==> src/rtl/serial_add_pkg.sv <==
// Shared definitions for the bit-serial adder sequencer: FSM state
// encoding and the legal WIDTH range with its check function.
package serial_add_pkg;

  typedef enum logic [1:0] {
    ST_IDLE = 2'd0,
    ST_RUN  = 2'd1,
    ST_DONE = 2'd2
  } state_e;

  localparam int unsigned WIDTH_MIN = 2;
  localparam int unsigned WIDTH_MAX = 32;

  function automatic bit widthLegal(input int unsigned w);
    return (w >= WIDTH_MIN) && (w <= WIDTH_MAX);
  endfunction

endpackage

==> src/rtl/serial_fa_cell.sv <==
// One-bit full adder built from two gate-level half-adder stages whose
// carries are merged by an OR gate. Purely combinational.
module serial_fa_cell (
  input  logic a_i,
  input  logic b_i,
  input  logic c_i,
  output logic s_o,
  output logic co_o
);

  logic halfSum;
  logic halfCarry1;
  logic halfCarry2;

  xor uHa1Sum   (halfSum, a_i, b_i);
  and uHa1Carry (halfCarry1, a_i, b_i);
  xor uHa2Sum   (s_o, halfSum, c_i);
  and uHa2Carry (halfCarry2, halfSum, c_i);
  or  uCarryOr  (co_o, halfCarry1, halfCarry2);

endmodule

==> src/rtl/serial_add_ctrl.sv <==
// Bit-serial adder sequencer: accepts two WIDTH-bit operands, feeds them
// LSB-first through a single full-adder cell one bit per clock, then
// presents sum and carry-out over a valid/ready handshake.
// Optional feature: define SERIAL_ADD_OVF_EN to add the signed-overflow
// output ovf.
module serial_add_ctrl
  import serial_add_pkg::*;
#(
  parameter int unsigned WIDTH = 8
) (
  input  logic             clk,
  input  logic             rst,
  input  logic             in_valid,
  output logic             in_ready,
  input  logic [WIDTH-1:0] a,
  input  logic [WIDTH-1:0] b,
  output logic             out_valid,
  input  logic             out_ready,
  output logic [WIDTH-1:0] sum,
  output logic             cout,
  output logic             busy
`ifdef SERIAL_ADD_OVF_EN
  ,
  output logic             ovf
`endif
);

  localparam bit          WidthOk = widthLegal(WIDTH);
  localparam int unsigned CntW    = $clog2(WIDTH);
  localparam logic [CntW-1:0] CntLast = CntW'(WIDTH - 1);

  state_e           state_q, state_d;
  logic [WIDTH-1:0] aSh_q, aSh_d;
  logic [WIDTH-1:0] bSh_q, bSh_d;
  logic [WIDTH-1:0] sum_q, sum_d;
  logic             carry_q, carry_d;
  logic             cout_q, cout_d;
  logic [CntW-1:0]  cnt_q, cnt_d;
`ifdef SERIAL_ADD_OVF_EN
  logic             ovf_q, ovf_d;
`endif

  logic faSum;
  logic faCarry;

  // Flag an elaboration with a WIDTH outside the supported range.
  widthCheck: assert property (@(posedge clk) WidthOk);

  serial_fa_cell uFa (
    .a_i  (aSh_q[0]),
    .b_i  (bSh_q[0]),
    .c_i  (carry_q),
    .s_o  (faSum),
    .co_o (faCarry)
  );

  // State register; reset aborts any operation in flight.
  always_ff @(posedge clk or posedge rst) begin
    if (rst) state_q <= ST_IDLE;
    else     state_q <= state_d;
  end

  // Datapath registers: operand shifters, carry, bit counter and results.
  always_ff @(posedge clk or posedge rst) begin
    if (rst) begin
      aSh_q   <= '0;
      bSh_q   <= '0;
      sum_q   <= '0;
      carry_q <= 1'b0;
      cout_q  <= 1'b0;
      cnt_q   <= '0;
`ifdef SERIAL_ADD_OVF_EN
      ovf_q   <= 1'b0;
`endif
    end else begin
      aSh_q   <= aSh_d;
      bSh_q   <= bSh_d;
      sum_q   <= sum_d;
      carry_q <= carry_d;
      cout_q  <= cout_d;
      cnt_q   <= cnt_d;
`ifdef SERIAL_ADD_OVF_EN
      ovf_q   <= ovf_d;
`endif
    end
  end

  // Next-state and datapath update: load on accept, one bit per RUN cycle,
  // hold everything in DONE until the consumer takes the result.
  always_comb begin
    state_d = state_q;
    aSh_d   = aSh_q;
    bSh_d   = bSh_q;
    sum_d   = sum_q;
    carry_d = carry_q;
    cout_d  = cout_q;
    cnt_d   = cnt_q;
`ifdef SERIAL_ADD_OVF_EN
    ovf_d   = ovf_q;
`endif
    case (state_q)
      ST_IDLE: begin
        if (in_valid) begin
          aSh_d   = a;
          bSh_d   = b;
          carry_d = 1'b0;
          cnt_d   = '0;
`ifdef SERIAL_ADD_OVF_EN
          ovf_d   = 1'b0;
`endif
          state_d = ST_RUN;
        end
      end
      ST_RUN: begin
        aSh_d   = {1'b0, aSh_q[WIDTH-1:1]};
        bSh_d   = {1'b0, bSh_q[WIDTH-1:1]};
        sum_d   = {faSum, sum_q[WIDTH-1:1]};
        carry_d = faCarry;
        if (cnt_q == CntLast) begin
          cout_d  = faCarry;
`ifdef SERIAL_ADD_OVF_EN
          ovf_d   = carry_q ^ faCarry;
`endif
          state_d = ST_DONE;
        end else begin
          cnt_d = cnt_q + CntW'(1);
        end
      end
      ST_DONE: begin
        if (out_ready) state_d = ST_IDLE;
      end
      default: state_d = ST_IDLE;
    endcase
  end

  assign in_ready  = (state_q == ST_IDLE) & ~rst;
  assign out_valid = (state_q == ST_DONE);
  assign busy      = (state_q == ST_RUN) | (state_q == ST_DONE);
  assign sum       = sum_q;
  assign cout      = cout_q;
`ifdef SERIAL_ADD_OVF_EN
  assign ovf       = ovf_q;
`endif

endmodule
==> config.mk <==
export PLATFORM = sky130hd
export DESIGN_NAME = serial_add_ctrl
export DESIGN_NICKNAME = d
export VERILOG_FILES = /design/src/rtl/serial_add_pkg.sv /design/src/rtl/serial_fa_cell.sv /design/src/rtl/serial_add_ctrl.sv
export SDC_FILE = /design/constraint.sdc
export NUM_CORES = 1
export LEC_CHECK = 0
export ABC_AREA = 1
export BUFFER_PORTS_ARGS = -buffer_cell sky130_fd_sc_hd__buf_4
export CORE_MARGIN = 2
export CORE_UTILIZATION = 30
export CTS_CLUSTER_DIAMETER = 120
export DETAILED_ROUTE_END_ITERATION = 8
export PLACE_DENSITY_LB_ADDON = 0.05
export SYNTH_ARGS = -nofsm -noshare
export SYNTH_HDL_FRONTEND = slang
export SYNTH_SLANG_ARGS = --single-unit
==> constraint.sdc <==
create_clock -name clk -period 3.2 [get_ports clk]
set_input_delay 0.96 -clock clk [delete_from_list [all_inputs] [get_ports clk]]
set_output_delay 0.96 -clock clk [all_outputs]
set_load 0.005 [all_outputs]
==> flow_metrics.env, run 1 <==
export IMPL_ys_seq_area_share_pct=49.8
export IMPL_fmax_mhz=442
export IMPL_antenna_cells=0
export IMPL_drv_slew=0
export IMPL_core_area_um2=5070
export IMPL_worstPathCellList="inv_1, ha_1, inv_1, nor2_1, buf_4"
export IMPL_path_class="register to primary output"
export IMPL_avgRoutedWirePerCell_um=11.0
export IMPL_layoutNonFillerInstCount=301
export IMPL_layout_common_cells="116 x nand2_1, 33 x buf_4, 31 x dfrtp_1, 12 x inv_1, 8 x o21ai_0"
export IMPL_antenna_found_initial=0
export IMPL_cts_clk_slew_worst_paths_ns=0.07
export IMPL_cts_resized=0
export IMPL_clock_skew_ns=0.00748
export IMPL_critPathSlowestCell="dfrtp_1"
export IMPL_wl_met3_um=149
export IMPL_synthSimpleGateAreaFrac_pct=33.7
export IMPL_clk_latency_ns=0.28
export IMPL_power_per_cell_area_nw_per_um2=895
export IMPL_finalSetupViolCount=0
export IMPL_area_delta_synth_final_pct=23.8
export IMPL_cts_setup_buffers=0
export IMPL_root_buffer="clkbuf_8"
export IMPL_hold_class="register to register"
export IMPL_routed_top_layer="met4"
export IMPL_die_x_um=76.1
export IMPL_hold_buffers=0
export IMPL_avgSynthCellArea_um2=7.91
export IMPL_ir_drop_mv=0.320
export IMPL_hold_viol=0
export IMPL_worstPathMaxFanout=4
export IMPL_synth_mux_area_share_pct=0
export IMPL_utilization_pct=38.0
export IMPL_placementRows=26
export IMPL_start_kind="register"
export IMPL_antenna_left=0
export IMPL_slew_headroom_pct=41.8
export IMPL_syn_nets=225
export IMPL_fin_area_um2=1930
export IMPL_die_area_um2=5790
export IMPL_die_y_um=76.1
export IMPL_final_common_cell="nand2_1"
export IMPL_rsz0062_at_grt="no"
export IMPL_drc=0
export IMPL_period_needed_ns=2.26
export IMPL_hpwlAfterDp_um=2240
export IMPL_drive_gt1_share_pct=19.5
export IMPL_cts_tree="done"
export IMPL_first_pass_iters=4
export IMPL_routed_wl_um=3310
export IMPL_initial_utilization_pct=30.7
export IMPL_clock_path_buffers=2
export IMPL_viasPerCell=4.24
export IMPL_grt_pass1_wl_um=5980
export IMPL_drt_iter0_markers=47
export IMPL_placed_cell_area_um2=1840
export IMPL_ios=32
export IMPL_overflow=0
export IMPL_clkSinkCount=31
export IMPL_grt_max_degree=25
export IMPL_track_usage_pct=12.9
export IMPL_synth_cells=197
export IMPL_cp_end_kind="primary output"
export IMPL_met2WireLength_um=1500
export IMPL_ys_warn_count=0
export IMPL_hold_slack_ns=0.470
export IMPL_htree_levels=2
export IMPL_synth_top_family_by_area="simple AND/OR/NAND/NOR gates"
export IMPL_cts_made_buffers=5
export IMPL_synth_cell_type_count=17
export IMPL_nNetsFinal=258
export IMPL_p_leak_uw=0.00109
export IMPL_grt_pass1_vias=1260
export IMPL_num_vias=1275
export IMPL_met1Wirelength_um=1600
export IMPL_cap_viol_max_count=0
export IMPL_placedCellCount=293
export IMPL_synthXorXnorAreaFrac_pct=0
export IMPL_synth_compound_area_share_pct=2.57
export IMPL_worstPathRequired_ns=2.24
export IMPL_io_buffers=31
export IMPL_slowest_delay_ns=0.41
export IMPL_fin_crit_sh_pct=70.7
export IMPL_setup_tns_ns=0
export IMPL_yosys_area_share_adder_pct=6.90
export IMPL_cp_common_cell="inv_1"
export IMPL_synth_seq_cells=31
export IMPL_max_slew_worst_pin_slew_ns=0.872
export IMPL_critPathArrivalTime_ns=1.30
export IMPL_outcome="finished, final reports clean"
export IMPL_synth_area_um2=1560
export IMPL_routabilityCongestion=0.694
-- worst max-delay path: cells and delay by family (launching register included) --
kind          cells  cell delay (ns)
flops             1             0.41
buf+inv           3             0.33
fa+ha+maj         1             0.20
simple gates      1             0.09
-- final cells by class --
| cell class | instances | area, µm² |
|---|---|---|
| clock inverter | 3 | 20.0 |
| multi-input combinational | 145 | 673 |
| clock buffer | 5 | 68.8 |
| tap | 70 | 87.6 |
| timing repair buffer | 33 | 248 |
| inverter | 14 | 57.6 |
| sequential | 31 | 776 |
| fill | 562 | 3140 |
-- synthesized netlist by cell type --
library cell  instances  area, µm²
inv_2                 1       3.75
fa_1                  1       20.0
ha_1                  7       87.6
inv_1                12       45.0
dfrtp_1              31        776
nand2_4               1       11.3
o21ai_0               8       40.0
nand2_8               1       20.0
nand3b_1              1       7.51
nand3_1               7       35.0
nand4_1               2       12.5
buf_6                 2       22.5
buf_4                 2       15.0
buf_2                 3       15.0
nand2_1             116        435
inv_6                 1       8.76
nor2_1                1       3.75
-- worst paths after layout --
check | from | endpoint | slack, ns | depth (start not counted)
max | state_q[1]$_DFFE_PP0P_ | in_ready | 0.94 | 5
min | bSh_q[5]$_DFFE_PP0P_ | bSh_q[5]$_DFFE_PP0P_ | 0.47 | 2
max reg2reg | state_q[1]$_DFFE_PP0P_ | cnt_q[2]$_DFFE_PP0P_ | 1.35 | 7
min reg2reg | bSh_q[5]$_DFFE_PP0P_ | bSh_q[5]$_DFFE_PP0P_ | 0.47 | 2
max in group asynchronous | rst | sum[2]$_DFFE_PP0N_ | 1.66 | 3
min in group asynchronous | rst | state_q[0]$_DFFE_PP0P_ | 0.87 | 2
-- registers in the layout, summed over array words and instances (netlist names) --
signal and flops:
carry_q 1, cnt_q 3, sum 8, cout 1, state_q 2, aSh_q 8
bSh_q 8
-- logic make-up (layout without fill, tap and decap cells) --
group | after synthesis | after routing
AOI/OAI and AO/OA | 8 | 8
DFF | 31 | 31
and+or+nand+nor | 129 | 129
adders and majority gates | 8 | 8
buffers and inverters | 21 | 55
-- per-stage QoR --
| stage | setup WS [ns] | power, µW |
|---|---|---|
| final | 0.937 | 1730 |
| after global routing | 0.846 | 1930 |
| after CTS | 0.910 | 1780 |
| after detailed placement | 0.968 | 1450 |
| after global placement | 0.964 | 1430 |
| after floorplan | 1.17 | 1240 |
-- routing by layer --
metal	track usage (%)	vias up
met1	16.2	581
li1	-	663
met3	4.50	6
met4	4.91	0
met5	0	-
met2	20.4	25
-- power by group --
part	switching, µW	internal, µW	leakage, µW
logic	481	293	0.000649
registers	93.1	556	0.000398
clock network	153	151	0.0000402
total	728	1000	0.00109
(Power assumes the default switching activity.)
==> inputs of run 2 (changes only) <==
==> constraint.sdc (replaced) <==
create_clock -name clk -period 1.82 [get_ports clk]
set_input_delay 0.546 -clock clk [delete_from_list [all_inputs] [get_ports clk]]
set_output_delay 0.546 -clock clk [all_outputs]
set_load 0.005 [all_outputs]
==> flow_metrics.env, run 2 (synthesis results as in run 1) <==
export IMPL_period_needed_ns=1.73
export IMPL_cap_viol_max_count=0
export IMPL_die_y_um=76.1
export IMPL_worstPathRequired_ns=1.27
export IMPL_drv_slew=0
export IMPL_placementRows=26
export IMPL_cts_clk_slew_worst_paths_ns=0.07
export IMPL_final_common_cell="nand2_1"
export IMPL_hold_class="input port to async pin"
export IMPL_io_buffers=31
export IMPL_p_int_uw=1840
export IMPL_routabilityCongestion=0.717
export IMPL_hold_viol=0
export IMPL_slew_headroom_pct=71.9
export IMPL_finalSetupViolCount=0
export IMPL_layout_common_cells="116 x nand2_1, 39 x buf_4, 31 x dfrtp_1, 9 x inv_1, 8 x o21ai_0"
export IMPL_die_x_um=76.1
export IMPL_routed_wl_um=3440
export IMPL_outcome="finished, final reports clean"
export IMPL_drc=0
export IMPL_p_leak_uw=0.00112
export IMPL_utilization_pct=39.1
export IMPL_worstSetupStartpoint="state_q[0]$_DFFE_PP0P_"
export IMPL_avgRoutedWirePerCell_um=11.2
export IMPL_initial_utilization_pct=30.7
export IMPL_overflow=0
export IMPL_nNetsFinal=264
export IMPL_worstPathMaxFanout=3
export IMPL_setup_tns_ns=0
export IMPL_antenna_left=0
export IMPL_area_delta_synth_final_pct=27.2
export IMPL_num_vias=1331
export IMPL_antenna_cells=0
export IMPL_clkSinkCount=31
export IMPL_ios=32
export IMPL_htree_levels=2
export IMPL_p_clk_share_pct=16.9
export IMPL_grt_pass1_wl_um=5860
export IMPL_path_class="register to primary output"
export IMPL_viasPerCell=4.34
export IMPL_clock_skew_ns=0.00414
export IMPL_die_area_um2=5790
export IMPL_max_slew_worst_pin_slew_ns=0.421
export IMPL_cp_end_kind="primary output"
export IMPL_hold_buffers=0
export IMPL_critPathArrivalTime_ns=1.18
export IMPL_placedCellCount=294
export IMPL_cts_tree="done"
export IMPL_first_pass_iters=6
export IMPL_comb_power_share_pct=47.3
export IMPL_hpwlAfterDp_um=2200
export IMPL_fin_crit_sh_pct=94.8
export IMPL_ir_drop_mv=0.877
export IMPL_grt_max_degree=32
export IMPL_layoutNonFillerInstCount=307
export IMPL_clock_path_buffers=2
export IMPL_fmax_mhz=579
export IMPL_rr_startpoint="state_q[1]$_DFFE_PP0P_"
export IMPL_clk_latency_ns=0.28
export IMPL_track_usage_pct=12.6
export IMPL_power_switching_uw=1330
export IMPL_antenna_found_initial=0
export IMPL_drive_gt1_share_pct=23.2
export IMPL_start_kind="register"
export IMPL_core_area_um2=5070
export IMPL_power_per_cell_area_nw_per_um2=1600
export IMPL_total_power_uw=3170
export IMPL_grt_pass1_vias=1300
export IMPL_p_sw_share_pct=41.9
export IMPL_drt_iter0_markers=93
export IMPL_power_share_sequential_pct=35.9
export IMPL_root_buffer="clkbuf_8"
export IMPL_cts_made_buffers=5
[run 2: critical path, cell delays in order (launching register included)]
cell and delay [ns]:
dfrtp_1 0.36, inv_2 0.07, buf_4 0.13, ha_1 0.20, buf_4 0.14
[run 2: per-layer routing]
layer | global-route usage (%) | vias up | routed length (µm)
li1 | - | 676 | -
met3 | 4.27 | 6 | 197
met4 | 4.91 | 0 | 51
met1 | 16.2 | 613 | 1630
met2 | 19.8 | 36 | 1560
met5 | 0 | - | 0
[run 2: power by group through the flow]
stage / logic [µW] / clock network, µW / registers [µW]
floorplan: 1050 / 0 / 1130
global placement: 1390 / 0 / 1140
detailed placement: 1410 / 0 / 1150
CTS: 1420 / 552 / 1150
global route: 1750 / 587 / 1170
finish: 1500 / 535 / 1140
[run 2: worst paths after layout]
| check | endpoint | slack (ns) | depth (start not counted) |
|---|---|---|---|
| worst max-delay path | out_valid | 0.09 | 4 |
| worst min-delay path | aSh_q[7]$_DFFE_PP0P_ | 0.36 | 3 |
| worst max register to register | bSh_q[4]$_DFFE_PP0P_ | 0.25 | 8 |
| worst min register to register | bSh_q[5]$_DFFE_PP0P_ | 0.47 | 2 |
| max in group asynchronous | bSh_q[2]$_DFFE_PP0P_ | 1.16 | 3 |
| min in group clk | bSh_q[5]$_DFFE_PP0P_ | 0.47 | 2 |
[run 2: repair_timing]
action | in CTS | in global routing
setup endpoints to repair | 1 | 1
gates cloned | 0 | 0
pin swaps | 0 | 1
resized for setup | 3 | 2
setup buffers | 0 | 5
[run 2: cell type report]
cell class                      instances  area, µm²
Fill cell                             550       3090
Sequential cell                        31        776
Multi-Input combinational cell        145        686
Timing Repair Buffer                   39        293
Tap cell                               70       87.6
Clock buffer                            5       68.8
Inverter                               14       57.6
Clock inverter                          3       15.0
[run 2: metrics by stage]
step                hold slack [ns]  instance area [µm²]  worst slack, ns
floorplan                     0.442                 1560            0.428
global placement              0.456                 1850            0.300
detailed placement            0.459                 1850            0.272
CTS                           0.382                 1940          0.00779
global route                  0.412                 1980         -0.00409
finish                        0.358                 1980           0.0942
